### src/rtl/round_key_store_pkg.sv
// round_key_store_pkg
//   Shared constants and the state type for the round key store.
//   KEY_S  : round key width in bits
//   NR     : number of AES rounds; NR+1 round keys are held
//   IDX_W  : width of round index ports (2**IDX_W > NR)
//   state_t: key-set state (EMPTY / LOADING / READY)
package round_key_store_pkg;

  localparam int KEY_S    = 128;
  localparam int NR       = 10;
  localparam int IDX_W    = 4;
  localparam int NUM_KEYS = NR + 1;

  typedef enum logic [1:0] {
    ST_EMPTY   = 2'd0,
    ST_LOADING = 2'd1,
    ST_READY   = 2'd2
  } state_t;

endpackage

### src/rtl/round_key_store_ram.sv
// round_key_ram
//   Simple dual-port storage for the round key schedule. One write port and
//   one registered read port. A read and a write to the same address in the
//   same cycle return the old contents (read-before-write). Storage is not
//   reset so the array can map onto distributed RAM or block RAM.
// Ports
//   clk    in   clock
//   we     in   write enable
//   waddr  in   write address
//   wdata  in   write data
//   re     in   read enable; rdata only updates when re=1
//   raddr  in   read address
//   rdata  out  registered read data (holds when re=0)
module round_key_ram #(
  parameter int DEPTH = 11,
  parameter int WIDTH = 128,
  parameter int AW    = 4
) (
  input  logic             clk,
  input  logic             we,
  input  logic [AW-1:0]    waddr,
  input  logic [WIDTH-1:0] wdata,
  input  logic             re,
  input  logic [AW-1:0]    raddr,
  output logic [WIDTH-1:0] rdata
);

  logic [WIDTH-1:0] mem [DEPTH];

  // Both accesses sit in one clocked block; the non-blocking write lands
  // after the read samples the array, which gives read-before-write.
  always_ff @(posedge clk) begin
    if (we) begin
      mem[waddr] <= wdata;
    end
    if (re) begin
      rdata <= mem[raddr];
    end
  end

endmodule

### src/rtl/round_key_store.sv
// round_key_store
//   Captures the NR+1 round keys streamed by key expansion and serves them to
//   the cipher round datapath through a 1-cycle-latency random-access read
//   port, with forward or reverse (decrypt) index mapping. Tracks whether a
//   complete key set is held so a partial or stale schedule is never served.
// Ports
//   clk         in   clock, all logic on posedge
//   reset       in   synchronous active-high reset
//   w_e         in   write strobe from key expansion
//   round_no    in   index of the key being written
//   round_key   in   round key data
//   kexp_done   in   expansion-complete pulse, coincides with final write
//   rd_req      in   read request
//   rd_decrypt  in   1: physical index = NR - rd_idx, 0: = rd_idx
//   rd_idx      in   logical round index requested
//   rd_key      out  read data (0 when the request was illegal)
//   rd_valid    out  pulse one cycle after each rd_req
//   rd_err      out  qualifies rd_valid: request was illegal
//   keys_ready  out  complete key set held
//   load_err    out  sticky: last load ended incomplete
module round_key_store
  import round_key_store_pkg::*;
(
  input  logic             clk,
  input  logic             reset,
  input  logic             w_e,
  input  logic [IDX_W-1:0] round_no,
  input  logic [KEY_S-1:0] round_key,
  input  logic             kexp_done,
  input  logic             rd_req,
  input  logic             rd_decrypt,
  input  logic [IDX_W-1:0] rd_idx,
  output logic [KEY_S-1:0] rd_key,
  output logic             rd_valid,
  output logic             rd_err,
  output logic             keys_ready,
  output logic             load_err
);

  localparam logic [IDX_W-1:0] NR_IDX = IDX_W'(NR);

  state_t          state_reg, state_next;
  logic [NR:0]     mask_reg, mask_next;
  logic            load_err_reg, load_err_next;
  logic            keys_ready_reg;
  logic            rd_valid_reg, rd_err_reg;
  logic            rd_zero_reg;
  logic [NR:0]     wr_onehot;
  logic            restart, wr_en;
  logic            rd_legal;
  logic [IDX_W-1:0] rd_phys;
  logic [KEY_S-1:0] ram_rdata;

  // One-hot decode of the write index into the valid mask.
  for (genvar gi = 0; gi <= NR; gi++) begin : g_wr_dec
    assign wr_onehot[gi] = (round_no == IDX_W'(gi));
  end

  // An index-0 write always starts a new load; other writes only land while
  // a load is in progress and the index is in range.
  assign restart = w_e && (round_no == '0);
  assign wr_en   = restart ||
                   (w_e && (state_reg == ST_LOADING) && (round_no <= NR_IDX));

  // Legality uses the logical index before mapping so an out-of-range decrypt
  // index cannot wrap onto a valid entry.
  assign rd_legal = (state_reg == ST_READY) && (rd_idx <= NR_IDX);
  assign rd_phys  = rd_decrypt ? (NR_IDX - rd_idx) : rd_idx;

  always_comb begin
    state_next    = state_reg;
    mask_next     = mask_reg;
    load_err_next = load_err_reg;

    if (restart) begin
      state_next    = ST_LOADING;
      mask_next     = '0;
      mask_next[0]  = 1'b1;
      load_err_next = 1'b0;
    end else if (wr_en) begin
      mask_next = mask_reg | wr_onehot;
    end

    // Completion is judged on the mask including this cycle's write.
    if ((state_reg == ST_LOADING) && kexp_done) begin
      if (&mask_next) begin
        state_next = ST_READY;
      end else begin
        state_next    = ST_EMPTY;
        load_err_next = 1'b1;
      end
    end
  end

  always_ff @(posedge clk) begin
    if (reset) begin
      state_reg      <= ST_EMPTY;
      mask_reg       <= '0;
      load_err_reg   <= 1'b0;
      keys_ready_reg <= 1'b0;
      rd_valid_reg   <= 1'b0;
      rd_err_reg     <= 1'b0;
      rd_zero_reg    <= 1'b1;
    end else begin
      state_reg      <= state_next;
      mask_reg       <= mask_next;
      load_err_reg   <= load_err_next;
      keys_ready_reg <= (state_next == ST_READY);
      rd_valid_reg   <= rd_req;
      rd_err_reg     <= rd_req && !rd_legal;
      // rd_zero_reg remembers whether the most recent read was illegal so
      // rd_key keeps showing 0 (or the last good key) between requests.
      if (rd_req) begin
        rd_zero_reg <= !rd_legal;
      end
    end
  end

  round_key_ram #(
    .DEPTH (NUM_KEYS),
    .WIDTH (KEY_S),
    .AW    (IDX_W)
  ) u_ram (
    .clk   (clk),
    .we    (wr_en),
    .waddr (round_no),
    .wdata (round_key),
    .re    (rd_req && rd_legal),
    .raddr (rd_phys),
    .rdata (ram_rdata)
  );

  assign rd_key     = rd_zero_reg ? '0 : ram_rdata;
  assign rd_valid   = rd_valid_reg;
  assign rd_err     = rd_err_reg;
  assign keys_ready = keys_ready_reg;
  assign load_err   = load_err_reg;

endmodule

### config.mk
export PLATFORM = sky130hd
export DESIGN_NAME = round_key_store
export DESIGN_NICKNAME = d
export VERILOG_FILES = /design/src/rtl/round_key_store_pkg.sv /design/src/rtl/round_key_store_ram.sv /design/src/rtl/round_key_store.sv
export SDC_FILE = /design/constraint.sdc
export NUM_CORES = 2
export LEC_CHECK = 0
export BUFFER_PORTS_ARGS = -buffer_cell sky130_fd_sc_hd__buf_2
export CAP_MARGIN = 20
export CORE_AREA = 3 3 378 380
export CTS_CLUSTER_DIAMETER = 100
export DETAILED_ROUTE_END_ITERATION = 8
export DIE_AREA = 0 0 381 383
export SETUP_SLACK_MARGIN = 0.3
export SLEW_MARGIN = 25
export SYNTH_ARGS = -nofsm -noshare
export SYNTH_HDL_FRONTEND = slang
export SYNTH_SLANG_ARGS = --single-unit
### constraint.sdc
create_clock -name clk -period 14.8 [get_ports clk]
set_clock_uncertainty 0.15 [all_clocks]
set_input_delay 0.74 -clock clk [delete_from_list [all_inputs] [get_ports clk]]
set_output_delay 0.74 -clock clk [all_outputs]
set_load 0.02 [all_outputs]
## Yosys cells after proc, flatten, opt, wreduce, memory -nomap -nowiden

Memories as Yosys holds them, arrays and structs flattened. A register that Yosys moved wholly into a read port is not among the register bits.
Index checks and enable logic that the tools add are counted.

| storage, ports and cells | value |
|---|---|
| bits in registers | 18 |
| latch bits | 0 |
| memory bits (writable) | 1408 |
| memory bits (read-only) | 0 |
| bits of input ports | 142 |
| output and inout port bits | 132 |
| logic and storage cells | 48 |
| memories | 1 |

| cells by class | value |
|---|---|
| add/sub/neg operators | 1 |
| multiply operators | 0 |
| divide/modulo/power cells | 0 |
| order comparisons | 2 |
| equality and inequality tests | 13 |
| shifts and indexed selects | 0 |
| muxes and demuxes | 12 |
| bitwise operators | 1 |
| reductions and logical operators | 11 |

Memory list:

| memory | depth | width | read ports | clocked after memory_dff | wr ports | RTL line | RTL |
|---|---|---|---|---|---|---|---|
| u_ram.mem | 11 | 128 | 1 | 1 | 1 | round_key_store_ram.sv:28 | `logic [WIDTH-1:0] mem [DEPTH];` |

Operators with widths:

| operator | count |
|---|---|
| 2-to-1 mux 128 bit | 1 |
| 2-to-1 mux 11 bit | 2 |
| equality test 4 x 3 -> 1 bit (second input constant) | 4 |
| equality test 4 bit (second input constant) | 3 |
| OR 11 bit | 1 |
| AND reduction 11 bit | 1 |
| equality test 4 x 2 -> 1 bit (second input constant) | 2 |
| less-or-equal comparator 4 bit (second input constant) | 2 |
| logical AND 1 bit | 7 |
| 2-to-1 mux 2 bit | 3 |
| 2-to-1 mux 1 bit | 5 |
| equality test 2 bit (second input constant) | 2 |
| equality test 4 x 1 -> 1 bit (second input constant) | 1 |
| zero test 4 bit | 1 |
| 2-to-1 mux 4 bit | 1 |
| subtractor 4 bit (first input constant) | 1 |
| equality test 2 x 1 -> 1 bit (second input constant) | 1 |
| zero test 1 bit | 1 |
| logical OR 1 bit | 1 |

## Logic depth before layout (Yosys ltp)

| depth | value |
|---|---|
| depth in word-level cells | 10 |
| depth in mapped cells | 13 |

## By module

Synthesis repeated with hierarchy kept, for this count alone.

| second synthesis, totals | value |
|---|---|
| cells, all modules | 3272 |
| area, all modules | 60576.8 µm² |

Modules (own cells, without submodules):

| module | times used | cells an instance | area an instance (µm²) | seq. area each (µm²) |
|---|---|---|---|---|
| round_key_ram | 1 | 3021 | 58741.3 | 46124.2 |
| round_key_store | 1 | 251 | 1835.5 | 360.3 |

## Worst setup path before layout

Ideal clock, no wire load.

| path | value |
|---|---|
| path kind | input port to flip-flop |
| start point | input w_e |
| end point | memory u_ram.mem[4][0], enable pin |
| setup time | 0.775 ns |
| data arrival time | 9.925 ns |
| data required time | 13.875 ns |
| slack | 3.951 ns |
| stages | 3 |
| path buffers | 0 |
| cell sequence | nand3b_1 > or2_2 > nor3_1 |

| between the ends | value |
|---|---|
| word-level cells in the longest chain between the ends | 5 |

RTL lines:

| what | RTL line | RTL |
|---|---|---|
| start: declaration | round_key_store.sv:26 | `input logic w_e,` |
| logical AND 1 bit (2 in a row) | round_key_store.sv:63 | `(w_e && (state_reg == ST_LOADING) && (round_no <= NR_IDX));` |
| logical OR 1 bit * | round_key_store.sv:62 | `assign wr_en = restart \|\|` |
| 2-to-1 mux 1 bit * | round_key_store_ram.sv:33 | `if (we) begin` |
| 2-to-1 mux 1 bit (implied by the code) * | round_key_store_ram.sv:34 | `mem[waddr] <= wdata;` |
| end: declaration | round_key_store_ram.sv:28 |  |

Every way passes the cells marked *; elsewhere a longest branch is shown, timed or not.

## Worst setup path in the final report

| path | value |
|---|---|
| start point | register rd_zero_reg |
| end point | output rd_key[60] |

| between the ends | value |
|---|---|
| word-level cells in the longest chain between the ends | 1 |

RTL lines:

| what | RTL line | RTL |
|---|---|---|
| start: declaration | round_key_store.sv:47 | `logic rd_zero_reg;` |
| start signal: assignment | round_key_store.sv:114 | `rd_zero_reg <= !rd_legal;` |
| 2-to-1 mux 128 bit | round_key_store.sv:133 | `assign rd_key = rd_zero_reg ? '0 : ram_rdata;` |
| end: declaration | round_key_store.sv:33 | `output logic [KEY_S-1:0] rd_key,` |

No other way between the ends.

==> summary.md <==
| Metric | Value |
|---|---|
| Placed Instances | 4874 |
| Slew margin rel. | 29.3% |
| WP data arrival | 3.48 ns |
| Path type of the worst setup path | register to output pin |
| Mean area per synthesized cell | 20.7 sq um |
| First-pass GRT wire length | 199 mm |
| Number of synthesized flops with an enable pin | 1536 |
| Syn Inst Count | between 2000 and 3000 |
| Post-CTS Resized | 0 |
| Syn Std Cell Area | 0.0587 sq mm |
| Setup TNS Final | 0 ns |
| CTS Sinks | about 1600 |
| R2R cell count | 6 |
| Hold path depth | 1 |
| Setup crit end kind | output pin |
| Most used DFF post-synth | edfxtp_1 |
| IO Pins | around 270 |
| Post-detail-place hpwl | 68.6 mm |
| Area growth syn-to-layout | 14.5% |
| Fin crit period | ~4.4 ns |
| First-pass detailed-route iteration total | 6 |
| FP Rows | between 100 and 150 |
| CP required | 13.91 ns |
| Yosys reg bits | 1554 |
| Post-route ant nets | 0 |
| Final Max Tran Viols | 0 |
| Final setup vio count | 0 |
| Maximum vdd drop | 0.0827 mV |
| Remaining Overflow, GRT | 0 |
| RSZ-0062 raised after global routing | false |
| Worst slew pin tran | 1.06 ns |
| DRC viols | 0 |
| Pwr/cell area | 136 mW/mm^2 |
| Die Width | 381 microns |
| Filler instances | around 12000 |
| Synth cell types | 40 |
| Fin area | 0.0672 sq mm |
| Async set-or-reset flop fraction in the synthesized netlist | 0% |
| Core Area | about 0.14 sq mm |
| I/O Buffers | 273 |
| Htree depth | 4 |
| Pin count of the biggest net entering global routing | 161 |
| Total routed wirelength | 136 mm |
| Synth warnings | 0 |
| Wire length per cell | 26.2 microns |
| CTS buffer count | 162 |
| Drt initial violations | 2818 |
| Global-route usage over all layers | 18.6% |
| Max-Cap Viols | 0 |
| Post-synthesis sequential area ratio | approximately four fifths |
| Largest register FFs | 1408 |
| Layout Nets | between 3000 and 4000 |
| Reg clk slew, reported paths | ~0.060 ns |
| Fin. Hold Viols | 0 |
| Max Fclk | 229 MHz |
| DIE HEIGHT | around 380 microns |
| Via count of the first global-routing pass | about 29000 |
| Startpoint types | register |
| Die area | 0.146 sq mm |
| Final Wtd Congestion | 0.720 |
| Clock buffer depth | 3 |
| Status | completed |
| Clk Tree Root Cell | clkbuf_16 |
| TritonCTS clock tree | done |
| Share of cells above drive strength 1 | 24.2% |
| Vias per std cell | 5.47 |
| Syn_nets | 2974 |
| Initial Utilization | 42.1% |
| Worst hold path class | input pin to register |
| Post-Layout Cell Count | 5184 |
| Leakage | 0.0220 uW |
| Total number of vias | 28347 |
| Crit share post-route | 29.5% |
| Worst skew pair latency | 0.80 ns |
| Crit Path Max Fanout | 55 |
| Area post-placement | 0.0621 sq mm |
| Initial antenna violation count | 39 |
cells by family after synthesis:
family                     count (synthesis)  share of synthesized area, %
muxes                                    389                          12.2
xor gates and xnor gates                   1                        0.0149
DFF                                     1554                          79.2
buffers and inverters                    164                          1.52
adders and majority gates                  2                        0.0426
AOI/OAI and AO/OA                        283                          3.62
and+or+nand+nor                          437                          3.45
critical path, cell delays in order, from the launching register on:
cell,delay (ns)
dfxtp_4,0.59
buf_4,0.66
buf_4,0.79
nor2b_1,0.33
buf_2,0.26
cell usage in the layout, fill, tap and decap left out, types with 5 or more instances in the layout:
master / count
a22oi_1: 128
buf_12: 6
buf_2: 272
buf_4: 46
bufinv_16: 5
clkbuf_1: 47
clkbuf_16: 163
clkinv_1: 36
clkinv_16: 7
clkinv_2: 14
dfxtp_1: 17
diode_2: 20
edfxtp_1: 1536
inv_1: 5
mux2i_1: 132
mux4_1: 10
mux4_2: 246
nand2_1: 266
nand2b_1: 5
nor2_1: 8
nor2_4: 9
nor2b_1: 131
o211ai_1: 128
o21a_1: 11
routing by layer:
metal / up-vias / global-route usage (%) / wire length (microns)
li1: 12281 / - / -
met1: 14995 / 25.7 / 58400
met2: 817 / 30.0 / 65600
met3: 234 / 4.04 / 8680
met4: 20 / 4.88 / 2900
met5: - / 0 / 106
stage by stage:
step	hold WS [ns]	total power, uW	worst slack (ns)	utilization (%)
2_1_floorplan	0.291	5240	3.95	-
3_3_place_gp	0.302	5380	9.92	44.5
3_5_place_dp	0.303	5390	9.85	44.5
4_1_cts	0.0220	9220	10.13	48.1
5_1_grt	0.0542	9430	10.12	48.2
6_report	0.102	9130	10.43	48.2
power breakdown:
part | switching, uW | total, uW | internal, uW | leakage (uW)
combinational | 264 | 427 | 163 | 0.00564
clock | 1700 | 3840 | 2140 | 0.00241
sequential | 2.89 | 4860 | 4860 | 0.0140
total | 1960 | 9130 | 7160 | 0.0220
what timing repair did:
action,4_1_cts,5_1_grt
hold endpoints to repair,2,0
hold buffers,2,0
setup buffers,0,0
layout make-up:
cell class | instances | area (sq um) | share of cell area [%]
Antenna cell | 20 | 50.0 | 0.0744
Clock buffer | 210 | 4260 | 6.33
Clock inverter | 78 | 761 | 1.13
Inverter | 5 | 18.8 | 0.0279
Multi-Input combinational cell | 1112 | 11400 | 17.0
Sequential cell | 1554 | 46500 | 69.1
Tap cell | 1876 | 2350 | 3.49
Timing Repair Buffer | 329 | 1880 | 2.80
worst paths after layout:
path,startpoint,end,slack (ns)
max,rd_zero_reg,rd_key[60],10.43
min,round_key[39],u_ram.mem[8][39],0.10
max reg2reg,state_reg[1],u_ram.mem[5][77],10.55
min reg2reg,load_err,load_err,0.32
synth_stat cells (2+ instances only):
library cell  instances  area (sq um)
nand3b_1              4          30.0
inv_1                 5          18.8
nand2b_1              5          31.3
clkbuf_4              5          37.5
a22oi_1             128           961
buf_6                 5          56.3
clkbuf_1             21          78.8
nand2_1             266           998
mux4_2              246          5540
buf_4                25           188
nor3_1                5          25.0
edfxtp_1           1536         46100
mux4_1               10           263
mux2i_1             132          1320
buf_2               103           515
and2_1                2          12.5
o21ai_0               3          15.0
o41ai_1               3          26.3
nor2b_1             131           820
or2_2                 2          12.5
a21o_1                3          22.5
o211ai_1            128           961
nor2_1               17          63.8
dfxtp_1              18           360
o21a_1               11          82.6
ha_1                  2          25.0
Power figures use the tool's default switching activity.
